===== config.mk =====
export PLATFORM = sky130hd
export DESIGN_NAME = uart_rx_oversampler
export DESIGN_NICKNAME = d
export VERILOG_FILES = /design/src/rtl/uart_pkg.sv /design/src/rtl/uart_baud_tick.sv /design/src/rtl/uart_rx_oversampler.sv
export SDC_FILE = /design/constraint.sdc
export NUM_CORES = 1
export LEC_CHECK = 0
export CORE_ASPECT_RATIO = 1.2
export CORE_MARGIN = 4
export CORE_UTILIZATION = 28
export CTS_CLUSTER_DIAMETER = 50
export DETAILED_ROUTE_END_ITERATION = 8
export PLACE_DENSITY = 0.49
export REMOVE_ABC_BUFFERS = 1
export SLEW_MARGIN = 20
export SYNTH_ARGS = -nofsm -noshare
export SYNTH_HDL_FRONTEND = slang
export SYNTH_SLANG_ARGS = --single-unit

===== constraint.sdc =====
create_clock -name clk -period 1.76 [get_ports clk]
set_input_delay 0.176 -clock clk [delete_from_list [all_inputs] [get_ports clk]]
set_output_delay 0.176 -clock clk [all_outputs]
set_load 0.01 [all_outputs]

===== src/rtl/uart_pkg.sv =====
`timescale 1ns/1ps
`default_nettype none
// ============================================================================
//  Module      : uart_pkg
//  Description : Shared types, parity encodings and baud-divider helper for
//                the UART receive/transmit path.
//  Revision    : 1.0 - initial release
// ============================================================================
package uart_pkg;

    // Receiver frame states
    typedef enum logic [2:0] {
        RX_IDLE   = 3'd0,
        RX_START  = 3'd1,
        RX_DATA   = 3'd2,
        RX_PARITY = 3'd3,
        RX_STOP   = 3'd4
    } rx_state_t;

    // Parity selection encodings
    localparam int PAR_NONE = 0;
    localparam int PAR_EVEN = 1;
    localparam int PAR_ODD  = 2;

    // Clocks per oversample tick, truncated
    function automatic int baud_div(input int clk, input int baud, input int os);
        return clk / (baud * os);
    endfunction

endpackage
`default_nettype wire


===== src/rtl/uart_baud_tick.sv =====
`timescale 1ns/1ps
`default_nettype none
// ============================================================================
//  Module      : uart_baud_tick
//  Description : Free-running divider producing a one-cycle strobe every DIV
//                clocks (oversample tick for the UART receiver/transmitter).
//  Revision    : 1.0 - initial release
// ============================================================================
module uart_baud_tick #(
    parameter int DIV = 27
) (
    input  logic clk,
    input  logic reset,
    output logic tick
);

    localparam int c_cnt_w = (DIV > 1) ? $clog2(DIV) : 1;
    localparam logic [c_cnt_w-1:0] c_last = c_cnt_w'(DIV - 1);

    logic [c_cnt_w-1:0] r_count;

    // Count 0..DIV-1 and wrap
    always_ff @(posedge clk or negedge reset) begin
        if (!reset) begin
            r_count <= '0;
        end else if (r_count == c_last) begin
            r_count <= '0;
        end else begin
            r_count <= r_count + c_cnt_w'(1);
        end
    end

    assign tick = (r_count == c_last);

endmodule
`default_nettype wire


===== src/rtl/uart_rx_oversampler.sv =====
`timescale 1ns/1ps
`default_nettype none
// ============================================================================
//  Module      : uart_rx_oversampler
//  Description : UART receive front-end. Synchronises the serial line,
//                oversamples each bit, majority-votes three mid-bit samples,
//                checks optional parity and the stop bit, and presents words
//                on a valid/ready interface with framing/parity/overrun status.
//  Revision    : 1.0 - initial release
// ============================================================================
module uart_rx_oversampler
    import uart_pkg::*;
#(
    parameter int CLK_FREQUENCY = 50_000_000,
    parameter int BAUD_RATE     = 115_200,
    parameter int DATA_BITS     = 7,
    parameter int OVERSAMPLE    = 16,
    parameter int PARITY        = 0
) (
    input  logic                 clk,
    input  logic                 reset,
    input  logic                 rx_serial,
    input  logic                 rx_ready,
    output logic [DATA_BITS-1:0] rx_data,
    output logic                 rx_valid,
    output logic                 framing_error,
    output logic                 parity_error,
    output logic                 overrun_error,
    output logic                 rx_busy
);

    localparam int c_div   = baud_div(CLK_FREQUENCY, BAUD_RATE, OVERSAMPLE);
    localparam int c_mid   = OVERSAMPLE / 2;
    localparam int c_s_w   = $clog2(OVERSAMPLE);
    localparam int c_idx_w = $clog2(DATA_BITS);

    localparam logic [c_s_w-1:0]   c_s_early  = c_s_w'(c_mid - 1);
    localparam logic [c_s_w-1:0]   c_s_mid    = c_s_w'(c_mid);
    localparam logic [c_s_w-1:0]   c_s_vote   = c_s_w'(c_mid + 1);
    localparam logic [c_s_w-1:0]   c_s_last   = c_s_w'(OVERSAMPLE - 1);
    localparam logic [c_idx_w-1:0] c_idx_last = c_idx_w'(DATA_BITS - 1);
    localparam bit                 c_has_par  = (PARITY != PAR_NONE);
    localparam bit                 c_odd_par  = (PARITY == PAR_ODD);

    logic                 r_sync1, r_sync2;
    logic                 w_line, w_tick;
    rx_state_t            r_state, w_state_next;
    logic [c_s_w-1:0]     r_s, w_s_idx;
    logic [c_idx_w-1:0]   r_idx;
    logic                 r_samp_early, r_samp_mid;
    logic                 w_vote, w_vote_tick, w_bit_end;
    logic                 r_armed, w_start_det, w_done;
    logic [DATA_BITS-1:0] r_shift;
    logic                 r_par_err, w_par_exp;
    logic                 r_done, r_done_ferr, r_done_perr;

    uart_baud_tick #(
        .DIV (c_div)
    ) u_baud_tick (
        .clk   (clk),
        .reset (reset),
        .tick  (w_tick)
    );

    // Two-flop synchroniser; line idles high so flops reset to 1
    always_ff @(posedge clk or negedge reset) begin
        if (!reset) begin
            r_sync1 <= 1'b1;
            r_sync2 <= 1'b1;
        end else begin
            r_sync1 <= rx_serial;
            r_sync2 <= r_sync1;
        end
    end

    assign w_line = r_sync2;

    // Index of the current tick within the bit (r_s holds the previous one)
    assign w_s_idx     = (r_s == c_s_last) ? '0 : r_s + c_s_w'(1);
    assign w_vote_tick = w_tick && (w_s_idx == c_s_vote);
    assign w_bit_end   = w_tick && (w_s_idx == c_s_last);
    assign w_vote      = (r_samp_early & r_samp_mid) | (r_samp_early & w_line) |
                         (r_samp_mid & w_line);
    assign w_par_exp   = c_odd_par ? ~(^r_shift) : ^r_shift;

    // Frame state register
    always_ff @(posedge clk or negedge reset) begin
        if (!reset) begin
            r_state <= RX_IDLE;
        end else begin
            r_state <= w_state_next;
        end
    end

    // Next-state logic; STOP leaves at the vote so a back-to-back start is seen
    always_comb begin
        w_state_next = r_state;
        w_start_det  = 1'b0;
        w_done       = 1'b0;
        case (r_state)
            RX_IDLE: begin
                if (w_tick && !w_line && r_armed) begin
                    w_start_det  = 1'b1;
                    w_state_next = RX_START;
                end
            end
            RX_START: begin
                if (w_vote_tick && w_vote) begin
                    w_state_next = RX_IDLE;
                end else if (w_bit_end) begin
                    w_state_next = RX_DATA;
                end
            end
            RX_DATA: begin
                if (w_bit_end && (r_idx == c_idx_last)) begin
                    w_state_next = c_has_par ? RX_PARITY : RX_STOP;
                end
            end
            RX_PARITY: begin
                if (w_bit_end) begin
                    w_state_next = RX_STOP;
                end
            end
            RX_STOP: begin
                if (w_vote_tick) begin
                    w_done       = 1'b1;
                    w_state_next = RX_IDLE;
                end
            end
            default: begin
                w_state_next = RX_IDLE;
            end
        endcase
    end

    // Sample counter, bit index, vote samples, data/parity capture and the
    // idle arming flag that blocks re-triggering on a held-low (break) line
    always_ff @(posedge clk or negedge reset) begin
        if (!reset) begin
            r_s          <= '0;
            r_idx        <= '0;
            r_samp_early <= 1'b0;
            r_samp_mid   <= 1'b0;
            r_shift      <= '0;
            r_par_err    <= 1'b0;
            r_armed      <= 1'b0;
        end else if (r_state == RX_IDLE) begin
            r_s       <= '0;
            r_idx     <= '0;
            r_par_err <= 1'b0;
            if (w_tick && w_line) begin
                r_armed <= 1'b1;
            end else if (w_start_det) begin
                r_armed <= 1'b0;
            end
        end else if (w_tick) begin
            r_s <= w_s_idx;
            if (w_s_idx == c_s_early) begin
                r_samp_early <= w_line;
            end
            if (w_s_idx == c_s_mid) begin
                r_samp_mid <= w_line;
            end
            if (w_vote_tick && (r_state == RX_DATA)) begin
                r_shift[r_idx] <= w_vote;
            end
            if (w_vote_tick && (r_state == RX_PARITY)) begin
                r_par_err <= (w_vote != w_par_exp);
            end
            if (w_bit_end && (r_state == RX_DATA)) begin
                r_idx <= r_idx + c_idx_w'(1);
            end
        end
    end

    // Register the stop vote so delivery happens in the following cycle
    always_ff @(posedge clk or negedge reset) begin
        if (!reset) begin
            r_done      <= 1'b0;
            r_done_ferr <= 1'b0;
            r_done_perr <= 1'b0;
        end else begin
            r_done <= w_done;
            if (w_done) begin
                r_done_ferr <= ~w_vote;
                r_done_perr <= r_par_err;
            end
        end
    end

    // Output word holding register with consume/reload and overrun pulse
    always_ff @(posedge clk or negedge reset) begin
        if (!reset) begin
            rx_data       <= '0;
            rx_valid      <= 1'b0;
            framing_error <= 1'b0;
            parity_error  <= 1'b0;
            overrun_error <= 1'b0;
        end else begin
            overrun_error <= 1'b0;
            if (r_done && (!rx_valid || rx_ready)) begin
                rx_data       <= r_shift;
                framing_error <= r_done_ferr;
                parity_error  <= r_done_perr;
                rx_valid      <= 1'b1;
            end else begin
                if (r_done) begin
                    overrun_error <= 1'b1;
                end
                if (rx_valid && rx_ready) begin
                    rx_valid <= 1'b0;
                end
            end
        end
    end

    assign rx_busy = (r_state != RX_IDLE);

endmodule
`default_nettype wire


After elaboration in Yosys (flattened, before gate mapping) --
Cells that the tools add are included.
Word-level totals: register bits after elaboration 42, bits of input ports 4
Cells by class: $add $sub $neg 3, magnitude comparators 2, eq/ne operators 17, mux-type cells 30, bitwise gates (word level) 7, reductions and logical operators 31
Operator list (count):
- $mux 3 | 9
- $eq 4x4->1 const B | 4
- $pmux 3 s5 | 1
- $mux 1 | 14
- $logic_and 1x1->1 | 13
- $mux 4 | 3
- $reduce_bool 2->1 | 5
- $reduce_and 3->1 | 3
- $ne 2x2->1 const B | 4
- $bwmux 7 | 1
- $reduce_xor 7->1 | 1
- $eq 3x2->1 const B | 2
- $eq 3x3->1 const B | 2
- $reduce_and 2->1 | 3
- $add 5x1->5 const B | 1
- $eq 5x5->1 const B | 1
- $mux 5 | 1
- $reduce_and 5->1 | 1
- $add 4x1->4 const B | 1
- $eq 4x3->1 const B | 1
- $lt 3x4->1 const B | 1
- $add 3x1->3 const B | 1
- $and 1x1->1 | 3
- $demux 1 s3 | 1
- 10 further kinds | 13

Depth between registers and ports, before layout --
Gate-level depths: netlist (run 1).
depth after elaboration 8, mapped depth 7, mapped depth without buffers 6

Modules after synthesis --
From an unflattened synthesis (run 1), not the netlist that was laid out.
Second synthesis, totals: cells, all modules 183, area, all modules 2183.3 sq um
By module, submodules not included:
- uart_rx_oversampler | times used 1, cells each 159, area each 1916.8 sq um, sequential area each 928.4 sq um
- uart_baud_tick | times used 1, cells each 24, area each 266.5 sq um, sequential area each 125.1 sq um

Worst setup path after synthesis (run 1) --
Ideal clock, no wire load.
kind reg2reg, from register r_s[0], to register r_shift[4], setup time 0.128 ns, arrival time 1.818 ns, data required time 1.632 ns, setup slack -0.186 ns, cell stages (with the launch flop) 7, path buffers 1, period minus slack after synthesis 1.946 ns, cells stage by stage dfrtp_1 -> ha_1 -> a21oi_1 -> o221ai_2 -> buf_6 -> nor4_2 -> mux2_1
Between the ends: cells in the longest elaborated chain, start to end 6, elaborated cells on any way between the ends 7, those cells by class add/sub: 1; eq/ne: 2; mux: 1; reduce/logical: 3
RTL lines:
- from (decl) | RTL line uart_rx_oversampler.sv:48 | logic [c_s_w-1:0] r_s, w_s_idx;
- from (signal assigned) | RTL line uart_rx_oversampler.sv:157 | r_s <= w_s_idx;
- $add 4x1->4 / $eq 4x4->1 (equally long branches) | RTL line uart_rx_oversampler.sv:79 | assign w_s_idx = (r_s == c_s_last) ? '0 : r_s + c_s_w'(1);
- $mux 4 * | RTL line uart_rx_oversampler.sv:79
- $eq 4x4->1 * | RTL line uart_rx_oversampler.sv:80 | assign w_vote_tick = w_tick && (w_s_idx == c_s_vote);
- $logic_and 1x1->1 * | RTL line uart_rx_oversampler.sv:80
- $logic_and 1x1->1 * | RTL line uart_rx_oversampler.sv:164 | if (w_vote_tick && (r_state == RX_DATA)) begin
- $reduce_and 3->1 (no line) *
- to (signal, indexed assignment) | RTL line uart_rx_oversampler.sv:165 | r_shift[r_idx] <= w_vote;
- to (decl) | RTL line uart_rx_oversampler.sv:53 | logic [DATA_BITS-1:0] r_shift;
Mark *: on every way between the ends. The rest lies on a longest branch, timed or not. A chain may end at the register's enable or synchronous reset.

Worst setup path after layout (run 1) --
from register u_baud_tick.r_count[0], to register r_shift[3]
Between the ends: cells in the longest elaborated chain, start to end 4
RTL lines:
- from (decl) | RTL line uart_baud_tick.sv:20 | logic [c_cnt_w-1:0] r_count;
- from (signal assigned) | RTL line uart_baud_tick.sv:29 | r_count <= r_count + c_cnt_w'(1);
- $eq 5x5->1 * | RTL line uart_baud_tick.sv:33 | assign tick = (r_count == c_last);
- $logic_and 1x1->1 | RTL line uart_rx_oversampler.sv:80
- $logic_and 1x1->1 | RTL line uart_rx_oversampler.sv:164
- $reduce_and 3->1 (no line) *
Marked as above.

==> impl_metrics.json, run 1 <==
{
  "ant_nets": 0,
  "reg2reg_from": "u_baud_tick.r_count[0]",
  "core_um2": 7320,
  "clockRootBuffer": "clkbuf_8",
  "wl_um": 4350,
  "post-route-cell-area_um2": 2810,
  "cts_tree": "built",
  "drive_gt1_share_pct": 33.2,
  "grt_max_degree": 26,
  "initial_core_util_pct": 29.0,
  "slowest_delay_ns": 0.38,
  "ys_types": 44,
  "setup_viol": 7,
  "grt_usage_pct": 10.8,
  "overflow": 0,
  "cts.sinks": 42,
  "nets": 243,
  "nFillCells": 723,
  "p_clk_share_pct": 39.2,
  "synth.cell_area_um2": 2120,
  "peakVddDrop_mv": 0.318,
  "io_pins": 16,
  "grt_pass1_vias": 1590,
  "ys_warn_count": 0,
  "powerDensity_nw_per_um2": 588,
  "synth_common_cells": "dfrtp_1, nand2_1, mux2_2, inv_1",
  "leakagePower_nw": 1.21,
  "synthArstFlopShare_pct": 100,
  "synth_cells": 188,
  "clk_pin_slew_ns": 0.08,
  "rsz0062_at_grt": "yes",
  "intPower_mw": 1.30,
  "slew_headroom_pct": 61.9,
  "hold_class": "in2reg",
  "power.share.combinational_pct": 1.9,
  "crit_fanout": 6,
  "period_share_pct": 105,
  "layout_min_cycle_time_ns": 1.84,
  "slowest_stage": "dfrtp_1",
  "timing.rr.end": "r_shift[3]",
  "drtPass1Iterations": 4,
  "r2r_cells": 6,
  "io_buffers": 15,
  "path_cells": "inv_1, ha_2, and4b_2, o221ai_4, nor4_2, mux2_2",
  "hp-start": "rx_serial",
  "area_growth_pct": 32.0,
  "wire_per_inst_um": 13.5,
  "drtIter0Drc": 39,
  "cts_buffers": 5,
  "finalClockSkew_ns": 0.00927,
  "antenna_found_initial": 0,
  "r2r_setup_slack_ns": -0.08,
  "synth_edf_count": 0,
  "clock_path_buffers": 2,
  "viasPerCell": 4.67,
  "setup_tns_ns": -0.342,
  "hold_depth": 1,
  "drc": 0,
  "critPathLaunchType": "register",
  "critPathCaptureType": "register",
  "crit_type": "reg2reg",
  "netSwitchingFraction_pct": 21.4,
  "die_w_um": 87.5,
  "antennaDiodeCount": 0,
  "vias": 1505,
  "required_ns": 1.95,
  "dpl.hpwl_um": 3330,
  "die_area_um2": 9050,
  "setup_slack_ns": -0.0806,
  "worst_slew_pin_slew_ns": 0.571,
  "cp.arrival_ns": 2.03,
  "p_sw_mw": 0.353,
  "outcome": "finished, violations left",
  "yosysSeqAreaShare_pct": 49.6,
  "report.final.slew_viol_count": 0,
  "syn_area_per_cell_um2": 11.3,
  "post_dp_cell_area_um2": 2530,
  "ys_ff_latch": 42,
  "synth.largest_area_cell": "dfrtp_1",
  "hold_violations": 0,
  "whs_endpoint": "r_sync1",
  "synth_top_area_share_pct": 47.1,
  "violations": "negative setup slack",
  "clk_latency_ns": 0.30,
  "grt_pass1_wl_um": 7610,
  "synth_area_leaders": "dfrtp_1, mux2_2, ha_1",
  "fmax_mhz": 543,
  "maxCapViolCount": 0,
  "synth_most_common_cell": "dfrtp_1",
  "synth_ff_type": "dfrtp_1",
  "gp_congestion": 0.783,
  "p_seq_share_pct": 58.9,
  "die_y_um": 103,
  "rows": 34,
  "cts.htree.levels": 2
}
==> power by group through the flow <==
| stage | Clock, mW | Sequential, mW | Combinational (mW) |
|---|---|---|---|
| global route | 0.711 | 0.972 | 0.0363 |
| detailed placement | 0 | 0.991 | 0.0311 |
| floorplan | 0 | 0.990 | 0.00162 |
| finish | 0.646 | 0.972 | 0.0307 |
| global placement | 0 | 0.991 | 0.0310 |
| CTS | 0.679 | 0.972 | 0.0329 |
==> critical path, delay by kind of cell, from the launching register on <==
kind	cells	cell delay, ns
AOI/OAI and AO/OA	1	0.18
adders and majority gates	1	0.17
buffers and inverters	1	0.06
DFF	1	0.38
muxes	1	0.36
and+or+nand+nor	2	0.58
==> worst max path at each step <==
stage	from	end	slack [ns]
floorplan	u_baud_tick.r_count[0]	r_done_perr	-0.35
global placement	r_s[0]	r_shift[6]	-0.17
detailed placement	r_s[1]	r_shift[6]	-0.22
CTS	u_baud_tick.r_count[0]	r_shift[6]	-0.09
global route	u_baud_tick.r_count[0]	r_shift[3]	-0.18
finish	u_baud_tick.r_count[0]	r_shift[3]	-0.08
==> routing by layer <==
metal | track usage [%] | vias up | wire (µm)
li1 | - | 752 | -
met1 | 12.5 | 729 | 1930
met2 | 19.3 | 17 | 2210
met3 | 2.46 | 7 | 137
met4 | 4.25 | 0 | 73
met5 | 0 | - | 0
==> repair_timing <==
item,4_1_cts,5_1_grt
gates resized for setup,16,14
endpoints found under the setup margin,17,20
setup buffers,1,0
gates cloned,0,0
hold buffers,1,0
pin swaps,7,4
hold endpoints to repair,23,0
==> final cells by class <==
| cell class | count | area (µm²) | share of cell area, % |
|---|---|---|---|
| multi-input cells | 131 | 1140 | 40.7 |
| repair buffers | 42 | 373 | 13.3 |
| clock buffers | 7 | 86.3 | 3.08 |
| flip-flops and latches | 42 | 1050 | 37.6 |
| inverters | 9 | 33.8 | 1.20 |
| clock inverters | 1 | 5.00 | 0.178 |
| well taps | 90 | 113 | 4.01 |
==> kinds of logic after synthesis <==
kind of cell / count (synthesis) / synth area share [%]
mux: 21 / 11.0
compound gates: 23 / 7.24
fa+ha+maj: 9 / 5.18
flops: 42 / 49.6
xor+xnor: 11 / 5.18
simple gates: 67 / 18.4
buf+inv: 15 / 3.47
==> registers in the layout (all words and copies together) (netlist names) <==
name,count
r_done_perr,1
r_state,3
r_par_err,1
r_idx,3
r_done_ferr,1
r_samp_mid,1
r_s,4
rx_data,7
u_baud_tick.r_count,5
r_done,1
r_sync1,1
r_armed,1
rx_valid,1
overrun_error,1
r_shift,7
r_samp_early,1
parity_error,1
r_sync2,1
framing_error,1
==> cell usage in the layout (no fill, tap or decap), types with 2 or more instances in the layout <==
cell,synthesis,final
a21oi_1,8,7
buf_4,0,22
buf_6,2,3
clkbuf_8,0,6
clkdlybuf4s50_1,0,13
dfrtp_1,40,40
dfstp_2,2,2
ha_1,8,5
ha_2,0,3
inv_1,9,8
mux2_2,14,13
mux2_4,0,4
mux2i_1,3,3
nand2_1,18,18
nand2b_1,3,3
nand3_1,7,6
nand3b_1,3,3
nand4_1,5,5
nand4b_1,4,4
nor2_1,8,8
nor2b_1,2,2
nor3_2,1,2
nor4_4,0,4
o21ai_0,5,5
o31ai_1,3,2
xnor2_1,6,5
xor2_1,4,4
==> stage by stage <==
step	utilization [%]	worst slack, ns	cells	hold slack (ns)	power, mW
4_1_cts	37.5	-0.0896	322	0.272	1.68
5_1_grt	38.3	-0.185	322	0.296	1.72
3_3_place_gp	34.6	-0.171	312	0.210	1.02
6_report	38.3	-0.0806	322	0.286	1.65
2_1_floorplan	-	-0.349	182	-0.120	0.992
3_5_place_dp	34.6	-0.221	312	0.210	1.02
Power figures use the tool's default switching activity.
==> run 2, diff against run 1 <==
CAP_MARGIN = 0   (was unset)
CORE_MARGIN = unset   (was 4)
==> impl_metrics.json, run 2 (synthesis results as in run 1) <==
{
  "core_um2": 7320,
  "clk_latency_ns": 0.30,
  "wl_um": 4650,
  "regArea_um2": 1050,
  "post-route-cell-area_um2": 2970,
  "cp.arrival_ns": 2.05,
  "layout_commonest_cell": "dfrtp_1",
  "slew_headroom_pct": 64.1,
  "slowest_stage": "dfrtp_1",
  "multi_input_area_um2": 1220,
  "nFillCells": 715,
  "drtIter0Drc": 50,
  "io_buffers": 15,
  "crit_buf_inv": 2,
  "antennaDiodeCount": 0,
  "clockRootBuffer": "clkbuf_8",
  "die_w_um": 81.5,
  "grt_pass1_wl_um": 7680,
  "path_cells": "inv_2, ha_4, and4b_2, o221ai_4, buf_6, nor4_4, mux2_4",
  "setup_slack_ns": -0.0985,
  "rsz0062_at_grt": "yes",
  "die_area_um2": 7940,
  "required_ns": 1.95,
  "grt_max_degree": 43,
  "hold_depth": 1,
  "layout_common_cells": "dfrtp_1, buf_4, nand2_1",
  "critPathCaptureType": "register",
  "cts_buffers": 5,
  "io_pins": 16,
  "period_share_pct": 106,
  "cts.sinks": 42,
  "fmax_mhz": 538,
  "area_growth_pct": 39.7,
  "wire_per_inst_um": 14.1,
  "peakVddDrop_mv": 0.298,
  "nets": 251,
  "report.final.slew_viol_count": 0,
  "cts_tree": "built",
  "worst_slew_pin_slew_ns": 0.539,
  "maxCapViolCount": 0,
  "clock_path_buffers": 2,
  "post_dp_cell_area_um2": 2530,
  "outcome": "finished, violations left",
  "clk_pin_slew_ns": 0.09,
  "cts.htree.levels": 2,
  "rows": 34,
  "r2r_cells": 7,
  "slowest_delay_ns": 0.39,
  "finalClockSkew_ns": 0.0104,
  "overflow": 0,
  "layout_min_cycle_time_ns": 1.86,
  "pre_cts_slack_ns": -0.215,
  "viasPerCell": 4.78,
  "hold_violations": 0,
  "violations": "negative setup slack",
  "drtPass1Iterations": 4,
  "cp_top_family": "simple AND/OR/NAND/NOR gates",
  "die_y_um": 97.4,
  "drive_gt1_share_pct": 38.8,
  "crit_type": "reg2reg",
  "gp_congestion": 0.734,
  "ant_nets": 0,
  "leakagePower_nw": 1.29,
  "dpl.hpwl_um": 3200,
  "drc": 0,
  "powerDensity_nw_per_um2": 600,
  "initial_core_util_pct": 29.0,
  "critPathLaunchType": "register",
  "hold_class": "in2reg",
  "setup_viol": 8,
  "grt_pass1_vias": 1581,
  "top_regs": "r_shift (7), rx_data (7), u_baud_tick.r_count (5)",
  "vias": 1576,
  "crit_fanout": 7,
  "antenna_found_initial": 0,
  "grt_usage_pct": 12.7,
  "crit_cells": 7
}
==> run 2: layout make-up <==
class                      instances  share of cell area [%]
clock inverter                     2                    1.26
clock buffer                       6                    2.45
timing repair buffer              50                    14.5
inverter                           9                    1.14
multi-input combinational        131                    41.3
tap                               90                    3.79
sequential                        42                    35.5
==> run 2: routing by layer <==
layer | wire (µm) | up-vias | GRT usage, %
met5 | 0 | - | 0
li1 | - | 766 | -
met2 | 2410 | 23 | 21.7
met4 | 100 | 0 | 4.53
met1 | 2020 | 775 | 15.1
met3 | 116 | 12 | 2.82
==> run 2: worst paths after layout <==
kind                         endpoint                   start  slack, ns
hold / removal                r_sync1               rx_serial       0.28
min in group asynchronous  rx_data[6]                   reset       0.47
hold reg to reg               r_sync2                 r_sync1       0.36
setup reg to reg           r_shift[3]  u_baud_tick.r_count[0]       -0.1
setup / recovery           r_shift[3]  u_baud_tick.r_count[0]       -0.1
max in group asynchronous      r_s[2]                   reset       0.90
==> run 2: what timing repair did <==
action,4_1_cts,5_1_grt
setup buffers,3,6
gates resized for setup,21,30
pin swaps,6,7
hold endpoints to repair,40,0
setup endpoints to repair,17,20
hold buffers,1,0
==> run 2: where the power goes <==
part,switching [mW],internal (mW),leakage [nW]
Sequential,0.00239,0.969,0.561
Clock,0.357,0.424,0.0514
Combinational,0.0199,0.00871,0.682
==> run 2: worst reg2reg max path: stages, from the launching register on <==
cell and delay (ns):
dfrtp_1 0.39, inv_2 0.07, ha_4 0.13, and4b_2 0.26, o221ai_4 0.18, buf_6 0.18
nor4_4 0.22, mux2_4 0.32
==> run 2: per-stage QoR <==
step	utilization (%)	hold slack (ns)	total power [mW]	instances	TNS, ns
final	40.6	0.279	1.78	330	-0.481
after global routing	40.6	0.264	1.85	330	-1.84
after CTS	38.1	0.276	1.81	324	-0.364
after detailed placement	34.6	0.291	1.02	312	-1.51
after global placement	34.6	0.288	1.02	312	-0.990
after floorplan	-	-0.120	0.992	182	-2.18
==> run 3, diff against run 2 <==
SLEW_MARGIN = 10   (was 20)
==> results of run 3 <==
No change in the layout: final DEF, timing and power equal those of run 2.
